==> src/rtl/reg_file_wb_port.sv <==
`default_nettype none
// ============================================================================
// Module   : reg_file_wb_port
// Brief    : General-purpose register file fed by the write-back stage.
//            Two combinational read ports with optional same-cycle write
//            bypass. After reset a sequencer zeroes one entry per cycle and
//            init_done stays low until the whole array has been cleared.
// Revision : 1.0 - initial release
// ============================================================================
module reg_file_wb_port #(
    parameter int word_size = 32,
    parameter int reg_size  = 5,
    parameter bit BYPASS    = 1'b1
) (
    input  logic                 clk,
    input  logic                 rst_n,
    input  logic                 RegWrite,
    input  logic [reg_size-1:0]  WriteReg,
    input  logic [word_size-1:0] WriteData,
    input  logic [reg_size-1:0]  ReadReg1,
    input  logic [reg_size-1:0]  ReadReg2,
    output logic [word_size-1:0] ReadData1,
    output logic [word_size-1:0] ReadData2,
    output logic                 init_done
);

    localparam int DEPTH = 2 ** reg_size;

    // One extra pointer bit keeps the terminal count distinct from entry 0.
    localparam logic [reg_size:0] c_LAST_PTR = (reg_size + 1)'(DEPTH - 1);

    typedef enum logic [0:0] {
        CLEAR = 1'b0,
        READY = 1'b1
    } state_t;

    state_t                r_state;
    state_t                w_state_next;
    logic [reg_size:0]     r_clr_ptr;
    logic [reg_size:0]     w_clr_ptr_next;
    logic                  r_init_done;
    logic                  w_init_done_next;
    logic [word_size-1:0]  r_mem [DEPTH];

    // Read mux shared by both ports: gated by init_done, r0 hard-wired to
    // zero, optional forwarding of the write-back value on address match.
    function automatic logic [word_size-1:0] read_sel(
        input logic                 ready,
        input logic [reg_size-1:0]  raddr,
        input logic [word_size-1:0] arr_val,
        input logic                 we,
        input logic [reg_size-1:0]  waddr,
        input logic [word_size-1:0] wdata
    );
        logic [word_size-1:0] val;
        val = '0;
        if (ready && (raddr != '0)) begin
            if (BYPASS && we && (waddr == raddr)) begin
                val = wdata;
            end else begin
                val = arr_val;
            end
        end
        return val;
    endfunction

    // Sequencer state register; reset restarts the clear from entry 0.
    always_ff @(posedge clk) begin
        if (!rst_n) begin
            r_state     <= CLEAR;
            r_clr_ptr   <= '0;
            r_init_done <= 1'b0;
        end else begin
            r_state     <= w_state_next;
            r_clr_ptr   <= w_clr_ptr_next;
            r_init_done <= w_init_done_next;
        end
    end

    // Next-state logic: walk the pointer through the array, then park in READY.
    always_comb begin
        w_state_next     = r_state;
        w_clr_ptr_next   = r_clr_ptr;
        w_init_done_next = r_init_done;
        case (r_state)
            CLEAR: begin
                w_clr_ptr_next = r_clr_ptr + 1'b1;
                if (r_clr_ptr == c_LAST_PTR) begin
                    w_state_next     = READY;
                    w_init_done_next = 1'b1;
                end
            end
            READY: begin
                w_init_done_next = 1'b1;
            end
            default: begin
                w_state_next     = CLEAR;
                w_clr_ptr_next   = '0;
                w_init_done_next = 1'b0;
            end
        endcase
    end

    // Array update: clear writes while sequencing, WB writes once ready.
    // The reset edge itself leaves the contents alone.
    always_ff @(posedge clk) begin
        if (rst_n) begin
            if (r_state == CLEAR) begin
                r_mem[r_clr_ptr[reg_size-1:0]] <= '0;
            end else if (RegWrite && (WriteReg != '0)) begin
                r_mem[WriteReg] <= WriteData;
            end
        end
    end

    // Read port 1 (rs).
    always_comb begin
        ReadData1 = read_sel(r_init_done, ReadReg1, r_mem[ReadReg1],
                             RegWrite, WriteReg, WriteData);
    end

    // Read port 2 (rt).
    always_comb begin
        ReadData2 = read_sel(r_init_done, ReadReg2, r_mem[ReadReg2],
                             RegWrite, WriteReg, WriteData);
    end

    assign init_done = r_init_done;

endmodule
`default_nettype wire

==> config.mk <==
export PLATFORM = sky130hd
export DESIGN_NAME = reg_file_wb_port
export DESIGN_NICKNAME = d
export VERILOG_FILES = /design/src/rtl/reg_file_wb_port.sv
export SDC_FILE = /design/constraint.sdc
export NUM_CORES = 1
export LEC_CHECK = 0
export CELL_PAD_IN_SITES_DETAIL_PLACEMENT = 0
export CELL_PAD_IN_SITES_GLOBAL_PLACEMENT = 2
export CORE_ASPECT_RATIO = 0.75
export CORE_UTILIZATION = 54
export CTS_BUF_LIST = sky130_fd_sc_hd__clkbuf_4 sky130_fd_sc_hd__clkbuf_8
export DETAILED_ROUTE_END_ITERATION = 8
export PLACE_DENSITY = 0.92
export SLEW_MARGIN = 30
export SYNTH_ARGS = -nofsm -noshare
export SYNTH_HDL_FRONTEND = slang
export SYNTH_SLANG_ARGS = --single-unit
==> constraint.sdc <==
create_clock -name clk -period 10.78 [get_ports clk]
set_input_delay 2.156 -clock clk [delete_from_list [all_inputs] [get_ports clk]]
set_output_delay 2.156 -clock clk [all_outputs]
set_load 0.05 [all_outputs]
# After elaboration in Yosys (flattened, before gate mapping)
# Memories as Yosys holds them, arrays and structs flattened.
# Index checks and enable logic that the tools add are counted.
word_totals:
  register_bits: 8
  memories: 1
  ramBits: 1024
  word_cells: 37
  input_bits: 50
classes:
  muxes: 18
  bitwise_logic: 1
  addsub: 1
  n_reduce_logical: 9
  n_eq_ne: 4
mem_list:
  columns: ["name", "depth", "word_bits", "read_ports", "rd_ports_with_merged_regs", "write_ports", "line", "rtl"]
  rows:
  - ["r_mem", 32, 32, 2, 0, 1, "43", "logic [word_size-1:0] r_mem [DEPTH];"]
ops:
  columns: ["operator", "count"]
  rows:
  - ["$mux W32", 5]
  - ["$reduce_or A32 Y1", 1]
  - ["$reduce_bool A5 Y1", 3]
  - ["$mux W1", 11]
  - ["$eq A5 B5 Y1", 2]
  - ["$add A6 B1 Y6 const B", 1]
  - ["$eq A6 B5 Y1 const B", 1]
  - ["$logic_and A1 B1 Y1", 5]
  - ["$mux W5", 1]
  - ["$ne A2 B2 Y1 const B", 1]
  - ["$pmux W1 S2", 1]
  - ["$not A1 Y1", 1]

# Longest topological paths before layout
logic_depth:
  ltp_word: 8
  mapped_depth: 10
  mapped_depth_nobuf: 5

# Worst setup path after synthesis
# No wires, ideal clock.
synth_path:
  kind: "input -> output"
  from: "in ReadReg2[0]"
  to: "out ReadData2[30]"
  path_stages: 8
  path_slack_ns: 2.956
  required_ns: 8.624
  arrival_time_ns: 5.668
  cell_sequence: "buf_4 buf_4 buf_6 mux2i_1 a221oi_1 o21a_1 nor4b_1 a2111oi_0"
synth_via:
  elab_chain_cells: 4
  elab_cells_between_ends: 7
  classes_between: "eq/ne (1); mux (2); reduce/logical (3); memory (1)"
synth_rtl:
  columns: ["item", "line", "rtl"]
  rows:
  - ["start, declared", "21", "input logic [reg_size-1:0] ReadReg2,"]
  - ["branches (longest 3 deep; another with $mem_v2 Z32 W32)", null, null]
  - ["$mux W32 *", "57", "if (ready && (raddr != '0)) begin"]
  - ["end, declared", "23", "output logic [word_size-1:0] ReadData2,"]
# Every way passes the cells marked *.

# Final worst setup path
layout_path:
  from: "in ReadReg2[2]"
  to: "out ReadData2[31]"
# Same word-level chain as after synthesis.

==> summary by stage <==
Run status
The run finished with clean final reports.

Clock tree
The number of sinks on the clock net is between 1000 and 1500. TritonCTS built the clock tree. Counting the buffers created by CTS gives 156.

The tree is rooted in a clkbuf_8. For the worst-skew pair, the clock arrives at the later sink with an insertion delay of just under 0.9 ns. Once the clock tree was built, the setup fixing pass inserted 0 buffers. The count of cells resized by post-cts repair is 0. The deepest clock path buffer count is 3. The hold-fix buffer count after cts is 0. The H-tree generated during clock tree synthesis spans 4 levels.

After clock tree synthesis, the clock-pin slew on the worst setup and hold paths is about 0.070 ns.

STA
The final-report hold violation count is 0. The transition time at the pin with the least slew margin is 1.13 ns. Setup repair after global routing left no endpoint under its margin. The largest clock skew in the final design is between 0.04 and 0.05 ns. The maximum clock frequency is around 0.12 GHz. The relative max-transition margin is 0.238. The final critical-path share of the clock period is 0.798.

The tightest hold path in the finished design has a slack of roughly 0.55 ns. The total count of max-transition violations in the final report is 0. The final critical-path required period is 8.61 ns. The total setup violations reported at the end of the flow is 0. Setup total negative slack on the finished layout was measured at 0 ns.

Die
The total I/O pin count is around 120. The die covers between 90000 and 100000 um2. The area of the core is between 80000 and 90000 um2. The row count is 95. The floorplan step set the die width to about 350 um. The initial utilization of the core area, before any placement, comes to 0.545. The floorplan step set the die height to approximately 260 um.

Place
During placement, the flow inserted port buffers numbering around 110. The last weighted congestion value of the routability-driven placer is approximately 0.87. The half-perimeter wire length after placement is 88500 um.

Finish
The register cell area after layout is 30900 um2. The number of nets in the finished design is 2930. The library cells used most frequently in the layout, excluding fill and tap cells, are 1024 x edfxtp_1, 382 x mux4_2, 263 x mux2i_1, 166 x clkbuf_8, 123 x nand2_1. The number of fill cells is 6424.

Summing all multi-input logic gate instances after layout gives roughly 17000 um2. Of the cells placed in the final design, the portion with a size suffix greater than 1 is 0.273. The growth of design area from synthesis to finish is 11.5%. The library cell used most frequently in the layout, excluding fill and tap cells, is edfxtp_1.

Worst hold path
The class of the worst hold path is flip-flop to flip-flop.

Worst setup path
Together, buffers and inverters on the worst path number 4. The required arrival time at the worst endpoint is 8.62 ns. Traced cell by cell, the critical path runs through buf_4 > buf_4 > xnor2_1 > nand3_1 > nor3_1 > nor2b_4 > buf_16 > a221o_1 > clkdlybuf4s50_1. The worst-case register-to-register setup slack is slightly above 7 ns. Among all stages on the critical path, the largest delay is contributed by clkdlybuf4s50_1. The delay contributed by the slowest stage of the critical path is 0.88 ns. STA classifies the critical path endpoint as an output port. The critical path in this run is classified as input port to output port.

STA classifies the critical path startpoint as an input port. The cell class contributing the biggest share of worst-path delay is buffers and inverters. The critical path arrival is around 6.5 ns. The most frequent cell on the critical path is buf_4. The maximum net fanout on the critical path is 42.

Drt
The per-cell via count in the routed design is 7.47. For this run, design rule violations remaining after detail routing come to 0. The final routed wirelength across all metal layers is approximately 160000 um. The number of routed nets with antenna violations is 0. The first-iteration detailed-routing DRC count is between 4000 and 5000.

Before antenna repair, the detailed router went through 8 iterations. Summing over every cut layer, the via total after detailed routing is 31440. The mean routed wirelength per cell is 37.5 um.

Global routing
For this run, global-route usage on met2 was measured as 0.479. Across every metal layer, demand over resource in global routing totals 0.347. The largest net degree at the start of global routing is 126. The first global-routing pass estimated approximately 220000 um of wire.

The number of global-route vias before repair is between 30000 and 40000. After global routing, the most crowded layer is met1. The number of antenna violations at the first check in global routing is 13. For met3 alone, demand over resource in global routing was 0.136. The met1 global-route usage is 0.499.

The total congestion overflow after global routing is 0.

Logic synthesis
The cell area that synthesis handed to floorplanning was 48800 um2. Synthesis produced a netlist with a net count of around 2800. The flip-flop cell with the highest count after synthesis is edfxtp_1. In this run, synthesis produced a sequential element count of just over 1000. The unique cell type count in the Yosys netlist is 53. The Yosys step of the flow raised 0 warnings. Synthesis handed over a netlist of between 2000 and 3000 instances. Each instance of the synthesized netlist takes up on average 17.7 um2. The sequential share of the synthesized area is 0.633.

The fraction of registers with async set or reset after synthesis is 0. The synthesized design contains about 1000 enable-type register cells.

Pwr
Summed over all cells, the static leakage comes to around 18 nW. The share of total power consumed by net switching is 0.234. The portion of total power attributed to the clock network is 0.389. The ratio of total power to cell area is ~150 nW/um2.

The cell internal power dissipation is about 6.2 mW. Of the total power, registers draw 0.545. The worst voltage drop across the vdd grid is 134 uV.

The share of power burned in combinational logic is 0.066. The net switching power of the design is 1.88 mW.

Flow run
The tool flagged a number of max-cap violations equal to 0.
power groups by stage:
stage	registers [mW]	clock network, mW	logic (mW)
after global routing	4.39	3.30	0.545
after CTS	4.39	3.15	0.515
final	4.39	3.13	0.530
after detailed placement	4.47	0	0.514
after global placement	4.47	0	0.509
after floorplan	4.46	0	0.329
layout make-up:
type                    instances  area share
clock inverters                56     0.00508
diodes                          6    0.000276
well taps                    1212      0.0279
multi-input cells            1489       0.314
repair buffers                194      0.0352
flip-flops and latches       1032       0.568
inverters                       6    0.000414
clock buffers                 215      0.0487
worst min-delay path: cells and delay by family (launching register included):
family        cells  cell delay, ns
flops             1            0.34
simple gates      2            0.16
registers in the layout (all words and copies together), names as in the netlist:
register / count
init_done: 1
r_mem: 1024
r_state: 1
r_clr_ptr: 6
through the flow:
stage	utilization	cells	setup slack (ns)	cell area [um2]	total power, mW
after global placement	0.573	3928	2.21	51300	4.98
final	0.608	4210	2.17	54400	8.05
after CTS	0.607	4202	2.14	54300	8.05
after floorplan	-	2761	2.96	48800	4.79
after detailed placement	0.574	3931	2.14	51400	4.98
after global routing	0.608	4206	2.16	54400	8.23
routing by layer:
layer	part of all wire	wire length (um)
met5	0.00046	72
met4	0.036	5670
met3	0.17	26500
met2	0.43	67200
met1	0.37	58200
synth_stat cells (all sizes together) (23+ instances only):
library cell / count / area, um2
nand2: 123 / 462
mux2i: 263 / 2630
o221ai: 28 / 245
a221oi: 63 / 552
mux4: 383 / 8630
o21ai: 56 / 280
clkbuf: 89 / 334
a22oi: 57 / 428
nand3: 47 / 235
a21oi: 69 / 345
nor2b: 44 / 275
o311ai: 31 / 272
nor2: 74 / 283
edfxtp: 1024 / 30700
and2: 38 / 238
buf: 145 / 835
a221o: 37 / 370
o22ai: 26 / 163
mux2: 23 / 259
path summary, 6_finish.rpt:
| path | to | cells past startpoint | from |
|---|---|---|---|
| max | ReadData2[31] | 9 | ReadReg2[2] |
| min | r_clr_ptr[0] | 2 | r_clr_ptr[0] |
| max reg2reg | r_mem[5][17] | 6 | r_state |
| min reg2reg | r_clr_ptr[0] | 2 | r_clr_ptr[0] |
kinds of logic after synthesis:
group / Yosys count / synth area share
buffers and inverters: 240 / 0.0244
DFF: 1032 / 0.633
xor gates and xnor gates: 13 / 0.00233
AOI/OAI and AO/OA: 452 / 0.0692
and+or+nand+nor: 354 / 0.0347
adders and majority gates: 1 / 0.000256
muxes: 669 / 0.236
Note: power is estimated with default switching activity, not from simulation.
